--- src/rtl/track_pkg.sv ---
// rtl/track_pkg.sv - road-pattern constants, filter defaults and state encoding
package track_pkg;

    // Road patterns as {left, mid, right}; 1 = line seen under that sensor
    localparam logic [2:0] ERROR_ROAD   = 3'b000;
    localparam logic [2:0] TURN_ROAD001 = 3'b001;
    localparam logic [2:0] TURN_ROAD010 = 3'b010;
    localparam logic [2:0] TURN_ROAD011 = 3'b011;
    localparam logic [2:0] TURN_ROAD100 = 3'b100;
    localparam logic [2:0] TURN_ROAD101 = 3'b101;
    localparam logic [2:0] TURN_ROAD110 = 3'b110;
    localparam logic [2:0] TURN_ROAD111 = 3'b111;

    // 1 ms of stability and 0.5 s of line absence at 100 MHz
    localparam int DEF_STABLE_CYCLES = 100000;
    localparam int DEF_LOST_CYCLES   = 50000000;

    typedef enum logic {
        ST_INIT = 1'b0,
        ST_RUN  = 1'b1
    } filt_state_t;

endpackage

--- src/rtl/sync_2ff.sv ---
// rtl/sync_2ff.sv - two-flop synchronizer for one asynchronous bit
module sync_2ff (
    input  logic clk,
    input  logic rst,
    input  logic d,
    output logic q
);

    logic meta;

    // First flop may go metastable; second flop gives it a full cycle to settle
    always_ff @(posedge clk) begin
        if (rst) begin
            meta <= 1'b0;
            q    <= 1'b0;
        end else begin
            meta <= d;
            q    <= meta;
        end
    end

endmodule

--- src/rtl/track_filter.sv ---
// rtl/track_filter.sv - debounce and classify the three IR line-tracker inputs
module track_filter
    import track_pkg::*;
#(
    parameter int STABLE_CYCLES = DEF_STABLE_CYCLES,
    parameter int LOST_CYCLES   = DEF_LOST_CYCLES
) (
    input  logic       clk,
    input  logic       rst,
    input  logic       left_track,
    input  logic       mid_track,
    input  logic       right_track,
    output logic [2:0] detect_road,
    output logic       road_valid,
    output logic       junction,
    output logic       lost,
    output logic       ready
);

    localparam logic [19:0] STABLE_MAX = 20'(STABLE_CYCLES - 1);
    localparam logic [26:0] LOST_MAX   = 27'(LOST_CYCLES);

    logic [2:0]  sync_road;
    logic [2:0]  candidate;
    logic [19:0] stable_cnt;
    logic [26:0] lost_cnt;
    filt_state_t state;

    logic cand_match;
    logic accept;
    logic update;

    sync_2ff u_sync_left  (.clk(clk), .rst(rst), .d(left_track),  .q(sync_road[2]));
    sync_2ff u_sync_mid   (.clk(clk), .rst(rst), .d(mid_track),   .q(sync_road[1]));
    sync_2ff u_sync_right (.clk(clk), .rst(rst), .d(right_track), .q(sync_road[0]));

    // Acceptance also requires the current sample to still match, so a pattern
    // must be seen on STABLE_CYCLES+1 consecutive synchronized samples
    assign cand_match = (sync_road == candidate);
    assign accept     = cand_match && (stable_cnt == STABLE_MAX);
    assign update     = accept && ((state == ST_INIT) || (candidate != detect_road));

    // Track the most recent synchronized pattern and how long it has held
    always_ff @(posedge clk) begin
        if (rst) begin
            candidate  <= ERROR_ROAD;
            stable_cnt <= '0;
        end else if (!cand_match) begin
            candidate  <= sync_road;
            stable_cnt <= '0;
        end else if (stable_cnt != STABLE_MAX) begin
            stable_cnt <= stable_cnt + 20'd1;
        end
    end

    // Control FSM with registered pattern, pulses and line-lost supervision
    always_ff @(posedge clk) begin
        if (rst) begin
            state       <= ST_INIT;
            detect_road <= ERROR_ROAD;
            road_valid  <= 1'b0;
            junction    <= 1'b0;
            lost        <= 1'b0;
            ready       <= 1'b0;
            lost_cnt    <= '0;
        end else begin
            road_valid <= update;
            junction   <= update && (candidate == TURN_ROAD111)
                                 && (detect_road != TURN_ROAD111);
            if (update) begin
                detect_road <= candidate;
            end
            case (state)
                ST_INIT: begin
                    if (update) begin
                        state <= ST_RUN;
                        ready <= 1'b1;
                    end
                end
                ST_RUN: begin
                    if (update && (candidate != ERROR_ROAD)) begin
                        lost_cnt <= '0;
                        lost     <= 1'b0;
                    end else if ((detect_road == ERROR_ROAD) && (lost_cnt != LOST_MAX)) begin
                        lost_cnt <= lost_cnt + 27'd1;
                        if ((lost_cnt + 27'd1) == LOST_MAX) begin
                            lost <= 1'b1;
                        end
                    end
                end
                default: state <= ST_INIT;
            endcase
        end
    end

endmodule

--- config.mk ---
export PLATFORM = sky130hd
export DESIGN_NAME = track_filter
export DESIGN_NICKNAME = d
export VERILOG_FILES = /design/src/rtl/track_pkg.sv /design/src/rtl/sync_2ff.sv /design/src/rtl/track_filter.sv
export SDC_FILE = /design/constraint.sdc
export NUM_CORES = 1
export LEC_CHECK = 0
export CORE_AREA = 8 8 102 104
export DETAILED_ROUTE_END_ITERATION = 16
export DIE_AREA = 0 0 110 112
export GPL_ROUTABILITY_DRIVEN = 0
export MAX_ROUTING_LAYER = met4
export SLEW_MARGIN = 20
export SYNTH_ARGS = -nofsm -noshare
export SYNTH_HDL_FRONTEND = slang
export SYNTH_SLANG_ARGS = --single-unit
--- constraint.sdc ---
create_clock -name clk -period 3.14 [get_ports clk]
set_input_delay 0.785 -clock clk [delete_from_list [all_inputs] [get_ports clk]]
set_output_delay 0.785 -clock clk [all_outputs]
set_load 0.01 [all_outputs]
======== Yosys cells after proc, flatten, opt, wreduce, memory -nomap -nowiden ========
Cells that the tools add are included.
word-level totals
  register bits after elaboration ......... 64
  latch bits .............................. 0
  memory bits (writable) .................. 0
  ROM bits ................................ 0
  input port bits ......................... 5
  output and inout bits ................... 7
  word-level logic and storage cells ...... 49
  memories ................................ 0
operators by class
  add/sub/neg operators ................... 2
  multiply operators ...................... 0
  divide/modulo/power cells ............... 0
  order comparisons ....................... 0
  equality and inequality tests ........... 8
  shifts and indexed selects .............. 0
  mux-type cells .......................... 7
  bitwise logic cells ..................... 2
  reduce and logical (&&, ||, !) cells .... 15
operators with widths
  kind                                                                       count
  27-bit 2-to-1 mux                                                          2
  27-bit by 1-bit adder with 27-bit output, second input constant            1
  27-bit by 26-bit equality test with 1-bit output, second input constant    1
  27-bit by 26-bit inequality test with 1-bit output, second input constant  1
  20-bit by 1-bit adder with 20-bit output, second input constant            1
  20-bit by 17-bit equality test with 1-bit output, second input constant    1
  20-bit by 17-bit inequality test with 1-bit output, second input constant  1
  1-bit logical AND                                                          6
  1-bit 2-to-1 mux                                                           5
  2-bit AND reduction                                                        2
  2-bit nonzero test                                                         2
  3-bit equality test                                                        1
  3-bit equality test, second input constant                                 1
  3-bit zero test                                                            1
  3-bit inequality test                                                      1
  3-bit inequality test, second input constant                               1
  3-bit AND reduction                                                        1
  3-bit nonzero test                                                         1
  1-bit NOT                                                                  2
  2-bit OR reduction                                                         1
  1-bit logical OR                                                           1

======== Depth between registers and ports, before layout ========
  word-level depth ........................ 6
  depth in mapped cells ................... 10
  gate-level depth less buffers ........... 8

======== Hierarchy ========
From an unflattened synthesis, not the netlist that was laid out.
second synthesis, totals
  cells, all modules ...................... 415
  area, all modules ....................... 3400.8 um2
by module, submodules not included
  module        instances  cells an instance  area an instance (um2)  seq. area each (um2)
  track_filter  1          403                3243.1                  1161.1
  sync_2ff      3          4                  52.6                    40.0

======== Worst setup path after synthesis ========
Ideal clock, no wire load.
  kind .................................... reg-to-reg
  from .................................... register lost_cnt[1]
  to ...................................... register lost_cnt[24]
  library setup time ...................... 117 ps
  arrival ................................. 2047 ps
  required time ........................... 3023 ps
  setup slack ............................. 976 ps
  stages on the path, launching flop included .. 8
  path buffers ............................ 0
  clock period less this slack ............ 2164 ps
  cell sequence ........................... dfxtp_1 -> ha_1 -> nand4_1 -> nor4_2 -> nand3_1 -> or2_2 -> a21o_1 -> a22o_1
on the way
  word-level cells in the longest chain between the ends .. 4
  elaborated cells between the ends (all ways) .. 7
  those cells by class .................... 1 x add/sub; 1 x eq/ne; 2 x mux; 3 x reduce/logical
RTL lines
  element                                                                           line                RTL
  from (decl)                                                                       track_filter.sv:26  logic [26:0] lost_cnt;
  from (signal assigned)                                                            track_filter.sv:85  lost_cnt <= lost_cnt + 27'd1;
  branches (longest 4 deep; another with 27-bit by 1-bit adder with 27-bit output)  --
Parallel ways; which one is timed is not known. The select of a mux whose other input is x is not followed.
A chain may end at the register's enable or synchronous reset.

======== Worst setup path after layout ========
Ends and elaborated chain as after synthesis.

==> run summary <==
Final instance area - 0.00380 mm²
Worst r2r path cells - 8
Register area share after synthesis - 37.8%
Utilization after layout - 42.7%
HPWL after detailed placement - 5100 µm
Final WS setup - 0.627 ns
Number of nets at the end of the flow - 414
Unique cell type count in the Yosys netlist - 58
P per Cell Area - 438 mW/mm²
Outcome - finished clean
Number of global-route vias before repair - 2636
Number of cells after detailed placement - 506
Horizontal extent of the die - 110 µm
Net count after synthesis - 410
Area of combinational cells with multiple inputs - 0.00196 mm²
Fin cells - 522
Number of diodes added for antenna fixing - 0
Critical path class - flip-flop to flip-flop
Worst slack at placement - 0.646 ns
Hold_buf cts - 0
Drt drc - 0
PortBufs - 11
Vias after detailed routing - 2864
Proportion of synthesized flip-flops having asynchronous set or reset - 0%
Die span in y - 112 µm
Routed wirelength normalized by instance count - 14.2 µm
Clock latency reported for the late side of the worst-skew pair - 0.35 ns
Most used DFF post-synth - sky130_fd_sc_hd__dfxtp_1
Final Power - 1.66 mW
Peak Freq - 398 MHz
Area of placed instances - 0.00358 mm²
Worst hold margin - 0.442 ns
Setup repair after global routing missed its margin - false
Fillers - 891
Cells resized by post-CTS repair - 0
Starting utilization of the core area - 38.1%
EDFF count, synth - 0
Number of H-tree levels - 3
Synthesis warning total - 0
Global-route usage over all layers - 13.2%
Total standard cell area after synthesis - 0.00339 mm²
Clock Sinks - 64
Remaining antenna violation count - 0
Post-DR vias/cell - 5.49
Category of the worst setup path launch point - flip-flop
Area growth from synthesis to layout - 12.0%
Final hold violation count - 0
Post-Syn Instances - 402
Placement row count - 35
Area contributors post-synth - sky130_fd_sc_hd__dfxtp_1 (38%), sky130_fd_sc_hd__nor2_1 (4.7%), sky130_fd_sc_hd__xnor2_1 (4.7%), sky130_fd_sc_hd__nand4_1 (3.5%), sky130_fd_sc_hd__nand3_1 (3.4%)
Initial detailed-routing violation count - 177
Most common library cell in the layout ignoring fill and taps - sky130_fd_sc_hd__dfxtp_1
WP data required - 3.38 ns
Time the worst path needs with I/O delays and setup - 2.51 ns
Buffer count from post-CTS setup fixing - 0
Final worst path period share - 80.0%
Share of the synthesized area in the top cell type - 37.8%
Area of the die - 0.0123 mm²
Mean Syn Cell Area - 8.43 µm²
Fraction of layout cells with a size suffix above 1 - 9.00%
Flip-flop and latch count after synthesis - 64
Remaining global-route overflow - 0
Cell type with the largest total area after synthesis - sky130_fd_sc_hd__dfxtp_1
Worst Path Arrival - 2.76 ns
Static leakage power - 1.24 nW
Class of the tightest hold or removal check - flip-flop to flip-flop
Clock Root Buffer - sky130_fd_sc_hd__clkbuf_8
Setup violators final - 0
WL final - 7420 µm
Number of CTS-inserted buffers - 9
IO Count - 12
Clock buffer depth - 2
Final Skew - 0.0154 ns
Count of maximum capacitance violations - 0
Maximum net fanout on the critical path - 8
Number of optimization iterations in the first detailed-route pass - 4
Sequential standard cell area - 0.00128 mm²
Pin count of the biggest net entering global routing - 40
CTS tree - yes
Max-slew headroom - 57.7%
Maximum ir drop on the vdd rail - 0.000235 V
Most frequent cells in the layout - sky130_fd_sc_hd__dfxtp_1 (64), sky130_fd_sc_hd__nor2_1 (42), sky130_fd_sc_hd__nand2_1 (25)
Post-route setup TNS - 0 ns
Clk slew on worst S/H paths - 0.08 ns
Global-route wire length before repair - 12800 µm
Number of antenna violations at the first check in global routing - 0
Core Box Area - 0.00889 mm²
Crit. End Element - flip-flop
Hold Path Stages - 1
Final Max Tran Viols - 0
Slew @ Worst Pin - 0.626 ns
## final timing paths
kind | start | endpoint | slack, ns
setup / recovery | lost_cnt[1] | lost_cnt[24] | 0.63
hold / removal | u_sync_left.meta | u_sync_left.q | 0.44
setup reg to reg | lost_cnt[1] | lost_cnt[24] | 0.63
hold reg to reg | u_sync_left.meta | u_sync_left.q | 0.44
## per-layer routing
layer	vias up	track usage (%)	part of all wire [%]
li1	1472	-	-
met1	1356	16.6	49
met2	31	19.8	46
met3	5	4.04	3.5
met4	0	3.78	1.0
met5	-	-	0
## state kept, by name, summed over array words and instances (netlist names), 3 cells and up
name,cells
lost_cnt,27
stable_cnt,20
candidate,3
detect_road,3
## area by class of cell
class,count,area share [%]
Multi-Input combinational cell,305,51.5
Sequential cell,64,33.7
Clock buffer,10,3.36
Tap cell,111,3.66
Inverter,9,0.890
Clock inverter,6,2.44
Timing Repair Buffer,17,4.42
## power breakdown
part           switching [mW]  internal, mW  total [mW]
logic                  0.0298        0.0194      0.0492
registers             0.00553         0.818       0.824
clock network           0.339         0.451       0.791
## critical path, stage by stage, from the launching register on
cell	delay, ns
sky130_fd_sc_hd__dfxtp_1	0.48
sky130_fd_sc_hd__ha_1	0.33
sky130_fd_sc_hd__nand4_1	0.30
sky130_fd_sc_hd__nor4_2	0.36
sky130_fd_sc_hd__buf_4	0.18
sky130_fd_sc_hd__nand3_1	0.09
sky130_fd_sc_hd__or2_2	0.32
sky130_fd_sc_hd__a21o_1	0.18
sky130_fd_sc_hd__a22o_1	0.16
## cells by family after synthesis
kind of cell               count (synthesis)  share of synthesized area [%]
DFF                                       64                           37.8
and+or+nand+nor                          189                           31.7
adders and majority gates                  3                           1.11
muxes                                      5                           1.48
buffers and inverters                     33                           4.72
AOI/OAI and AO/OA                         79                           15.7
xor gates and xnor gates                  29                           7.49
## synth_stat cells, types with 5 or more instances
cell type,instances
sky130_fd_sc_hd__nor4_1,6
sky130_fd_sc_hd__inv_1,9
sky130_fd_sc_hd__a21oi_1,18
sky130_fd_sc_hd__xor2_1,11
sky130_fd_sc_hd__nand2b_1,7
sky130_fd_sc_hd__nor2_1,42
sky130_fd_sc_hd__nand4_1,19
sky130_fd_sc_hd__a31oi_1,17
sky130_fd_sc_hd__and3_1,7
sky130_fd_sc_hd__mux2i_1,5
sky130_fd_sc_hd__or3_1,5
sky130_fd_sc_hd__nor2b_1,11
sky130_fd_sc_hd__buf_2,8
sky130_fd_sc_hd__o21ai_0,11
sky130_fd_sc_hd__xnor2_1,18
sky130_fd_sc_hd__nand3_1,23
sky130_fd_sc_hd__nor3_1,13
sky130_fd_sc_hd__and4_1,5
sky130_fd_sc_hd__nand2_1,25
sky130_fd_sc_hd__a21o_1,5
sky130_fd_sc_hd__dfxtp_1,64
sky130_fd_sc_hd__clkbuf_1,11
sky130_fd_sc_hd__a22o_1,8
Note: power is estimated with default switching activity, not from simulation.
